[src/rtl/fsm_rd_sequencer.sv]
// fsm_rd_sequencer
// Command-side sequencer for the read/delay/done FSM. It accepts a burst
// command, pulses go, paces each beat with a programmable number of wait
// states on ws, and captures read data on ds into a small output FIFO.
// Each FIFO entry is tagged with a last-beat flag.
// Optional feature: define FSM_RD_SEQ_TIMEOUT_EN to enable a CAPT watchdog
// with a sticky err output.
module fsm_rd_sequencer #(
  parameter int DATA_W     = 16,
  parameter int ADDR_W     = 8,
  parameter int LEN_W      = 4,
  parameter int WAIT_W     = 3,
  parameter int FIFO_DEPTH = 4
) (
  input  logic              clk,
  input  logic              rst_n,
  input  logic              cmd_valid,
  output logic              cmd_ready,
  input  logic [ADDR_W-1:0] cmd_addr,
  input  logic [LEN_W-1:0]  cmd_len,
  input  logic [WAIT_W-1:0] cfg_wait,
  output logic              go,
  output logic              ws,
  input  logic              rd,
  input  logic              ds,
  output logic [ADDR_W-1:0] mem_addr,
  input  logic [DATA_W-1:0] mem_rdata,
  output logic              out_valid,
  input  logic              out_ready,
  output logic [DATA_W-1:0] out_data,
  output logic              out_last,
  output logic              busy
`ifdef FSM_RD_SEQ_TIMEOUT_EN
  ,
  output logic              err
`endif
);

  localparam int PTR_W = (FIFO_DEPTH > 1) ? $clog2(FIFO_DEPTH) : 1;
  localparam int CNT_W = PTR_W + 1;

  typedef enum logic [2:0] {
    S_IDLE  = 3'd0,
    S_START = 3'd1,
    S_WAIT  = 3'd2,
    S_ISSUE = 3'd3,
    S_CAPT  = 3'd4
  } state_t;

  state_t            state_r;
  logic              cmd_ready_r, go_r, ws_r, busy_r, out_valid_r, out_last_r;
  logic [ADDR_W-1:0] mem_addr_r;
  logic [DATA_W-1:0] out_data_r;
  logic [LEN_W-1:0]  len_r, beat_r;
  logic [WAIT_W-1:0] wait_r, wcnt_r;
  logic [DATA_W-1:0] data_mem_r [0:FIFO_DEPTH-1];
  logic              last_mem_r [0:FIFO_DEPTH-1];
  logic [PTR_W-1:0]  wr_ptr_r, rd_ptr_r, head_idx_s;
  logic [CNT_W-1:0]  cnt_r, cnt_nxt_s;
  logic              accept_s, push_s, pop_s, last_s, credit_s, wait_done_s;
  logic              timeout_s, finish_s, active_nxt_s, bypass_s;

`ifdef FSM_RD_SEQ_TIMEOUT_EN
  logic [4:0] wd_r;
  logic       err_r;
  assign err = err_r;
`endif

  assign cmd_ready = cmd_ready_r;
  assign go        = go_r;
  assign ws        = ws_r;
  assign mem_addr  = mem_addr_r;
  assign out_valid = out_valid_r;
  assign out_data  = out_data_r;
  assign out_last  = out_last_r;
  assign busy      = busy_r;

  // Handshake, credit and FIFO next-state decode shared by the FSM and FIFO
  always_comb begin
    accept_s    = cmd_valid & cmd_ready_r;
    push_s      = (state_r == S_CAPT) & ds;
    pop_s       = out_valid_r & out_ready;
    last_s      = (beat_r == len_r);
    // Only one beat can be outstanding, and none is while in WAIT.
    credit_s    = (cnt_r < CNT_W'(FIFO_DEPTH));
    // The rd cycle that takes the counter to zero already completes the wait.
    wait_done_s = (wcnt_r == {WAIT_W{1'b0}}) | ((wcnt_r == WAIT_W'(1)) & rd);
`ifdef FSM_RD_SEQ_TIMEOUT_EN
    timeout_s   = (state_r == S_CAPT) & ~ds & (wd_r == 5'd15);
`else
    timeout_s   = 1'b0;
`endif
    finish_s    = (push_s & last_s) | timeout_s;
    if (accept_s) begin
      active_nxt_s = 1'b1;
    end else if (finish_s) begin
      active_nxt_s = 1'b0;
    end else begin
      active_nxt_s = (state_r != S_IDLE);
    end
    case ({push_s, pop_s})
      2'b10:   cnt_nxt_s = cnt_r + CNT_W'(1);
      2'b01:   cnt_nxt_s = cnt_r - CNT_W'(1);
      default: cnt_nxt_s = cnt_r;
    endcase
    if (pop_s) begin
      head_idx_s = rd_ptr_r + PTR_W'(1);
    end else begin
      head_idx_s = rd_ptr_r;
    end
    // New data becomes the head when the FIFO is (or is becoming) empty.
    bypass_s = push_s & ((cnt_r == {CNT_W{1'b0}}) | ((cnt_r == CNT_W'(1)) & pop_s));
  end

  // Burst sequencing FSM with registered go/ws/cmd_ready/mem_addr
  always_ff @(posedge clk or negedge rst_n) begin
    if (!rst_n) begin
      state_r     <= S_IDLE;
      cmd_ready_r <= 1'b0;
      go_r        <= 1'b0;
      ws_r        <= 1'b1;
      mem_addr_r  <= {ADDR_W{1'b0}};
      len_r       <= {LEN_W{1'b0}};
      beat_r      <= {LEN_W{1'b0}};
      wait_r      <= {WAIT_W{1'b0}};
      wcnt_r      <= {WAIT_W{1'b0}};
`ifdef FSM_RD_SEQ_TIMEOUT_EN
      wd_r        <= 5'd0;
      err_r       <= 1'b0;
`endif
    end else begin
      case (state_r)
        S_IDLE: begin
          ws_r <= 1'b1;
          if (accept_s) begin
            state_r     <= S_START;
            cmd_ready_r <= 1'b0;
            go_r        <= 1'b1;
            mem_addr_r  <= cmd_addr;
            len_r       <= cmd_len;
            wait_r      <= cfg_wait;
            beat_r      <= {LEN_W{1'b0}};
          end else begin
            cmd_ready_r <= 1'b1;
            go_r        <= 1'b0;
          end
        end
        S_START: begin
          go_r    <= 1'b0;
          wcnt_r  <= wait_r;
          state_r <= S_WAIT;
        end
        S_WAIT: begin
          if (wait_done_s && credit_s) begin
            state_r <= S_ISSUE;
            ws_r    <= 1'b0;
          end else if (rd && (wcnt_r != {WAIT_W{1'b0}})) begin
            wcnt_r <= wcnt_r - WAIT_W'(1);
          end
        end
        S_ISSUE: begin
          if (rd) begin
            state_r <= S_CAPT;
            ws_r    <= 1'b1;
`ifdef FSM_RD_SEQ_TIMEOUT_EN
            wd_r    <= 5'd0;
`endif
          end
        end
        S_CAPT: begin
          if (ds) begin
            beat_r     <= beat_r + LEN_W'(1);
            mem_addr_r <= mem_addr_r + ADDR_W'(1);
            wcnt_r     <= wait_r;
            if (last_s) begin
              state_r     <= S_IDLE;
              cmd_ready_r <= 1'b1;
            end else begin
              state_r <= S_WAIT;
            end
          end else if (timeout_s) begin
            // Abandon the burst; the pending beat is never pushed.
            state_r     <= S_IDLE;
            cmd_ready_r <= 1'b1;
`ifdef FSM_RD_SEQ_TIMEOUT_EN
            err_r       <= 1'b1;
`endif
          end else begin
`ifdef FSM_RD_SEQ_TIMEOUT_EN
            wd_r <= wd_r + 5'd1;
`endif
          end
        end
        default: begin
          state_r     <= S_IDLE;
          cmd_ready_r <= 1'b0;
          go_r        <= 1'b0;
          ws_r        <= 1'b1;
        end
      endcase
    end
  end

  // Output FIFO storage, pointers and registered head/valid/busy
  always_ff @(posedge clk or negedge rst_n) begin
    if (!rst_n) begin
      for (int i = 0; i < FIFO_DEPTH; i++) begin
        data_mem_r[i] <= {DATA_W{1'b0}};
        last_mem_r[i] <= 1'b0;
      end
      wr_ptr_r    <= {PTR_W{1'b0}};
      rd_ptr_r    <= {PTR_W{1'b0}};
      cnt_r       <= {CNT_W{1'b0}};
      out_valid_r <= 1'b0;
      out_data_r  <= {DATA_W{1'b0}};
      out_last_r  <= 1'b0;
      busy_r      <= 1'b0;
    end else begin
      if (push_s) begin
        data_mem_r[wr_ptr_r] <= mem_rdata;
        last_mem_r[wr_ptr_r] <= last_s;
        wr_ptr_r             <= wr_ptr_r + PTR_W'(1);
      end
      rd_ptr_r    <= head_idx_s;
      cnt_r       <= cnt_nxt_s;
      out_valid_r <= (cnt_nxt_s != {CNT_W{1'b0}});
      busy_r      <= active_nxt_s | (cnt_nxt_s != {CNT_W{1'b0}});
      if (bypass_s) begin
        out_data_r <= mem_rdata;
        out_last_r <= last_s;
      end else begin
        out_data_r <= data_mem_r[head_idx_s];
        out_last_r <= last_mem_r[head_idx_s];
      end
    end
  end

endmodule

[config.mk]
export PLATFORM = sky130hd
export DESIGN_NAME = fsm_rd_sequencer
export DESIGN_NICKNAME = d
export VERILOG_FILES = /design/src/rtl/fsm_rd_sequencer.sv
export SDC_FILE = /design/constraint.sdc
export NUM_CORES = 1
export LEC_CHECK = 0
export BUFFER_PORTS_ARGS = -buffer_cell sky130_fd_sc_hd__buf_4
export CORE_MARGIN = 4
export CORE_UTILIZATION = 40
export DETAILED_ROUTE_END_ITERATION = 16
export GPL_TIMING_DRIVEN = 0
export PLACE_DENSITY = 0.71
export SETUP_SLACK_MARGIN = 0.05
export SYNTH_ARGS = -nofsm -noshare
export SYNTH_HDL_FRONTEND = slang
export SYNTH_SLANG_ARGS = --single-unit
[constraint.sdc]
create_clock -name clk -period 2.6 [get_ports clk]
set_input_delay 0.13 -clock clk [delete_from_list [all_inputs] [get_ports clk]]
set_output_delay 0.13 -clock clk [all_outputs]
set_load 0.1 [all_outputs]
==> summary.md <==
TritonCTS created 17 clock buffers. The logs give 0 for the number of max-capacitance violations reported and 26.8% for the met2 layer usage reported by global route. The run gives 608 as the number of nets in the layout.

Setup repair after global routing could not meet its margin everywhere. The mapped netlist covers 5790 µm². Derived from the worst setup path, the maximum achievable clock frequency is 399 MHz.

For this design, the sink count on the clock tree is 122. The unique cell type count in the Yosys netlist came out at 50. The count of nets left with antenna violations once routing finished came out at 0. The flow ran to the end, and the final reports show no timing, DRC or antenna violations. By startpoint and endpoint, the worst setup path is classified as register to register.

The final critical path time including I/O delays and setup works out to 2.51 ns. Cell type with the highest aggregate area in the netlist: sky130_fd_sc_hd__dfrtp_1. The final cycle utilization of the critical path is 96.5%. Post-CTS clock slew at the launch and capture registers of the worst setup and hold paths: 0.05 ns. The cell at the root of the clock tree was sky130_fd_sc_hd__clkbuf_16. Counting flops with an async set or reset pin after synthesis yields a share of 100%. Global routing consumed, on the met3 layer, 5.11% of the routing resources. In this run the vertical extent of the chip is 128 µm.

Input and output buffers added on the ports amount to 66. Entering global routing, the biggest net connects 105 pins. The tools report the final cell count without fillers as 746. The logs give 4 for the number of detailed-route iterations in the first pass and 3,812 for the overall via count from detail_route. Final routed DRC violation total: 0. The first routing iteration left 217 violations.

Once the floorplan was initialized, standard cells occupied 41.3% of the core. The tools report the count of H-tree levels built during CTS as 4. The data arrival time of the critical path is 2.80 ns, and the number of global-route vias before repair is 4,169. The die footprint came out at 16,500 µm².

By area the synthesized netlist is led by sky130_fd_sc_hd__dfrtp_1 (52%), sky130_fd_sc_hd__mux2_2 (16%), sky130_fd_sc_hd__mux2i_1 (8.8%), sky130_fd_sc_hd__ha_1 (3.5%), sky130_fd_sc_hd__mux2_4 (2.6%). Dividing the synthesized area by the synthesized cell count gives 13.2 µm². The power density normalized to cell area is 1230 nW/µm². The capturing element type of the critical path is a register. The post-route cell area was 7450 µm²; the detail-routed via count per cell was 5.11. Routability congestion estimate: 0.817. For the worst-skew pair, the clock arrives at the later sink with an insertion delay of 0.41 ns.

The synthesized design contains 122 register bits. Sequential elements use 52.7% of the synthesized area. For the clock skew after layout, the log shows 0.00912 ns. For this block, the routed nets add up to 12,000 µm of wire. In this run the most used layer during global routing was met2.

The floorplan die width works out to 128 µm. Synthesis handed over a netlist of 440 instances. The number of max-slew violations in the final report is 0. Setup violations remaining at the end of the flow were counted as 0. TritonCTS built the clock tree. Leakage power summed over all cells: 0.00373 µW. Measured against its own limit, the worst slew margin works out to 51.1%. The number of antenna violations at the first check in global routing is 0. The number of inserted diodes is 0. The worst setup path is launched from a register. The buffer levels on the longest clock path came out at 2. The tools report the count of final hold-check violations as 0.

Once detailed placement completed, the half-perimeter wirelength came to 7850 µm. The number of placed instances, taps included, is 687. The synthesized design contains 0 enable-type register cells.

VDD sags by at most 1.15 mV. The area growth from synthesis to layout is 28.7%. The global-route wire length before repair was 20,200 µm; the maximum fanout along the worst path was 10. For this design the top-level I/O count stands at 67.

Detail-routed net length per standard cell: 16.1 µm. The number of warnings reported in the yosys synthesis log was 0. The logs give 43 for the total number of placement rows and 493 for the net count after synthesis. The area of placed instances was 6550 µm²; the slew at the pin with the worst max-slew slack was 0.728 ns. Data on the critical path is required at its endpoint by 2.90 ns.

Overall track demand over capacity in global routing: 15.7%. Among all flip-flop cells after synthesis, the most frequent one is sky130_fd_sc_hd__dfrtp_1. For the met1 layer usage reported by global route, the log shows 18.8%.

Global routing finished with a remaining overflow of 0. Along the worst hold path, the cell count comes to 3. The proportion of layout cells with a drive suffix above 1 is 38.5%.

Of the post-synthesis cell area, the dominant cell type holds 52.3%. The region available for standard cell placement spans 14,000 µm². For the worst flop-to-flop path, the logic depth is 9. Path category of the worst min-delay check: primary input to register.
[per-stage QoR]
stage          setup WS [ns]  hold slack, ns  utilization [%]  power (µW)   TNS, ns
6_report              0.0910          0.0388             53.1        9170         0
3_5_place_dp         -0.0816         -0.0177             46.6        6780   -0.0816
5_1_grt             -0.00993          0.0434             53.1        9670  -0.00993
4_1_cts               0.0537          0.0260             52.9        9240         0
2_1_floorplan          0.110          -0.166                -        5920         0
3_3_place_gp         -0.0284           0.363             46.4        6620   -0.0284
[critical path, stage by stage (launching register included)]
cell                        delay, ns
sky130_fd_sc_hd__dfrtp_1         0.37
sky130_fd_sc_hd__buf_6           0.14
sky130_fd_sc_hd__nand4bb_1       0.20
sky130_fd_sc_hd__buf_6           0.15
sky130_fd_sc_hd__ha_4            0.28
sky130_fd_sc_hd__nor2_2          0.05
sky130_fd_sc_hd__mux2_4          0.26
sky130_fd_sc_hd__a221o_1         0.35
sky130_fd_sc_hd__or3_4           0.35
sky130_fd_sc_hd__a211o_1         0.25
[final cells by class]
class                           instances  area (µm²)
Buffer                                 18         130
Clock buffer                           22         474
Clock inverter                          8         119
Fill cell                            1155        6590
Inverter                               14        52.6
Multi-Input combinational cell        286        2590
Sequential cell                       122        3060
Tap cell                              180         225
Timing Repair Buffer                   96         812
[sequential cells by signal, indices dropped and copies added, names as in the netlist]
register    cells
data_mem_r     64
out_data       16
mem_addr        8
beat_r          4
last_mem_r      4
len_r           4
cnt_r           3
state_r         3
wait_r          3
wcnt_r          3
rd_ptr_r        2
wr_ptr_r        2
busy            1
cmd_ready       1
go              1
out_last        1
out_valid       1
ws              1
[cells in the mapped netlist, types with 2 or more instances]
master,number
sky130_fd_sc_hd__buf_2,8
sky130_fd_sc_hd__a2bb2oi_1,2
sky130_fd_sc_hd__or3_1,3
sky130_fd_sc_hd__nand2_2,2
sky130_fd_sc_hd__o22ai_1,5
sky130_fd_sc_hd__nor2_1,14
sky130_fd_sc_hd__xor2_1,7
sky130_fd_sc_hd__dfrtp_1,121
sky130_fd_sc_hd__inv_2,2
sky130_fd_sc_hd__clkbuf_1,4
sky130_fd_sc_hd__buf_6,3
sky130_fd_sc_hd__o21ai_0,13
sky130_fd_sc_hd__inv_1,12
sky130_fd_sc_hd__ha_1,16
sky130_fd_sc_hd__a21oi_1,20
sky130_fd_sc_hd__buf_4,2
sky130_fd_sc_hd__mux2_4,10
sky130_fd_sc_hd__and2_1,2
sky130_fd_sc_hd__nand2_1,23
sky130_fd_sc_hd__nand3_1,3
sky130_fd_sc_hd__a31oi_1,2
sky130_fd_sc_hd__mux2i_1,51
sky130_fd_sc_hd__mux2_2,83
sky130_fd_sc_hd__nor3_1,2
sky130_fd_sc_hd__nand2b_1,3
sky130_fd_sc_hd__nand4_1,3
[layout by cell type (no fill, tap or decap), types with 2 or more instances in the layout]
cell                            synthesis  layout
sky130_fd_sc_hd__mux2i_1               51      51
sky130_fd_sc_hd__mux2_2                83      82
sky130_fd_sc_hd__clkinv_2               0       4
sky130_fd_sc_hd__o22ai_1                5       5
sky130_fd_sc_hd__a31oi_1                2       2
sky130_fd_sc_hd__clkbuf_8               0       3
sky130_fd_sc_hd__nand4_1                3       3
sky130_fd_sc_hd__a21oi_1               20      20
sky130_fd_sc_hd__nor3_1                 2       2
sky130_fd_sc_hd__buf_4                  2      69
sky130_fd_sc_hd__or3_1                  3       2
sky130_fd_sc_hd__inv_1                 12      12
sky130_fd_sc_hd__clkbuf_16              0      17
sky130_fd_sc_hd__nand2_1               23      23
sky130_fd_sc_hd__nor2_1                14      13
sky130_fd_sc_hd__ha_1                  16      15
sky130_fd_sc_hd__and2_1                 2       2
sky130_fd_sc_hd__nand2b_1               3       3
sky130_fd_sc_hd__buf_2                  8       7
sky130_fd_sc_hd__dlygate4sd3_1          0      27
sky130_fd_sc_hd__mux2_4                10      11
sky130_fd_sc_hd__o21ai_0               13      13
sky130_fd_sc_hd__clkbuf_1               4       6
sky130_fd_sc_hd__a2bb2oi_1              2       2
sky130_fd_sc_hd__bufinv_16              0       3
sky130_fd_sc_hd__xor2_1                 7       7
sky130_fd_sc_hd__buf_6                  3       5
sky130_fd_sc_hd__inv_2                  2       2
sky130_fd_sc_hd__dfrtp_1              121     120
sky130_fd_sc_hd__nand2_2                2       2
sky130_fd_sc_hd__nand3_1                3       3
[layer usage]
metal | wire [µm] | up-vias | share of wire [%]
li1 | - | 1800 | -
met1 | 5020 | 1897 | 42
met2 | 6140 | 97 | 51
met3 | 642 | 18 | 5.4
met4 | 175 | 0 | 1.5
met5 | 0 | - | 0
[timing repair]
| action | in CTS | in global routing |
|---|---|---|
| resized for setup | 4 | 2 |
| setup buffers | 0 | 2 |
| endpoints found under the setup margin | 1 | 1 |
| hold buffers | 27 | 0 |
| cloned | 0 | 0 |
| pin swaps | 1 | 0 |
| hold endpoints to repair | 212 | 0 |
[kinds of logic (layout without fill, tap and decap cells)]
family,after synthesis,after routing,share of synthesized area (%)
buffers and inverters,32,158,3.05
xor gates and xnor gates,10,10,1.97
adders and majority gates,16,16,3.46
DFF,122,122,52.7
and+or+nand+nor,63,63,5.49
muxes,146,146,28.1
AOI/OAI and AO/OA,51,51,5.21
[path summary, 6_finish.rpt]
path,startpoint,end,slack [ns]
worst max-delay path,state_r[0],busy,0.09
worst min register to register,data_mem_r[41],data_mem_r[41],0.50
min in group asynchronous,rst_n,mem_addr[0],0.12
worst min-delay path,cmd_addr[2],mem_addr[2],0.04
worst max register to register,state_r[0],busy,0.09
max in group asynchronous,rst_n,cnt_r[0],1.74
[where the power goes]
part	total, µW	switching, µW	internal [µW]
Combinational	3800	2280	1520
Clock	2360	798	1560
Sequential	3010	431	2580
Total	9170	3510	5660
(Power assumes the default switching activity.)
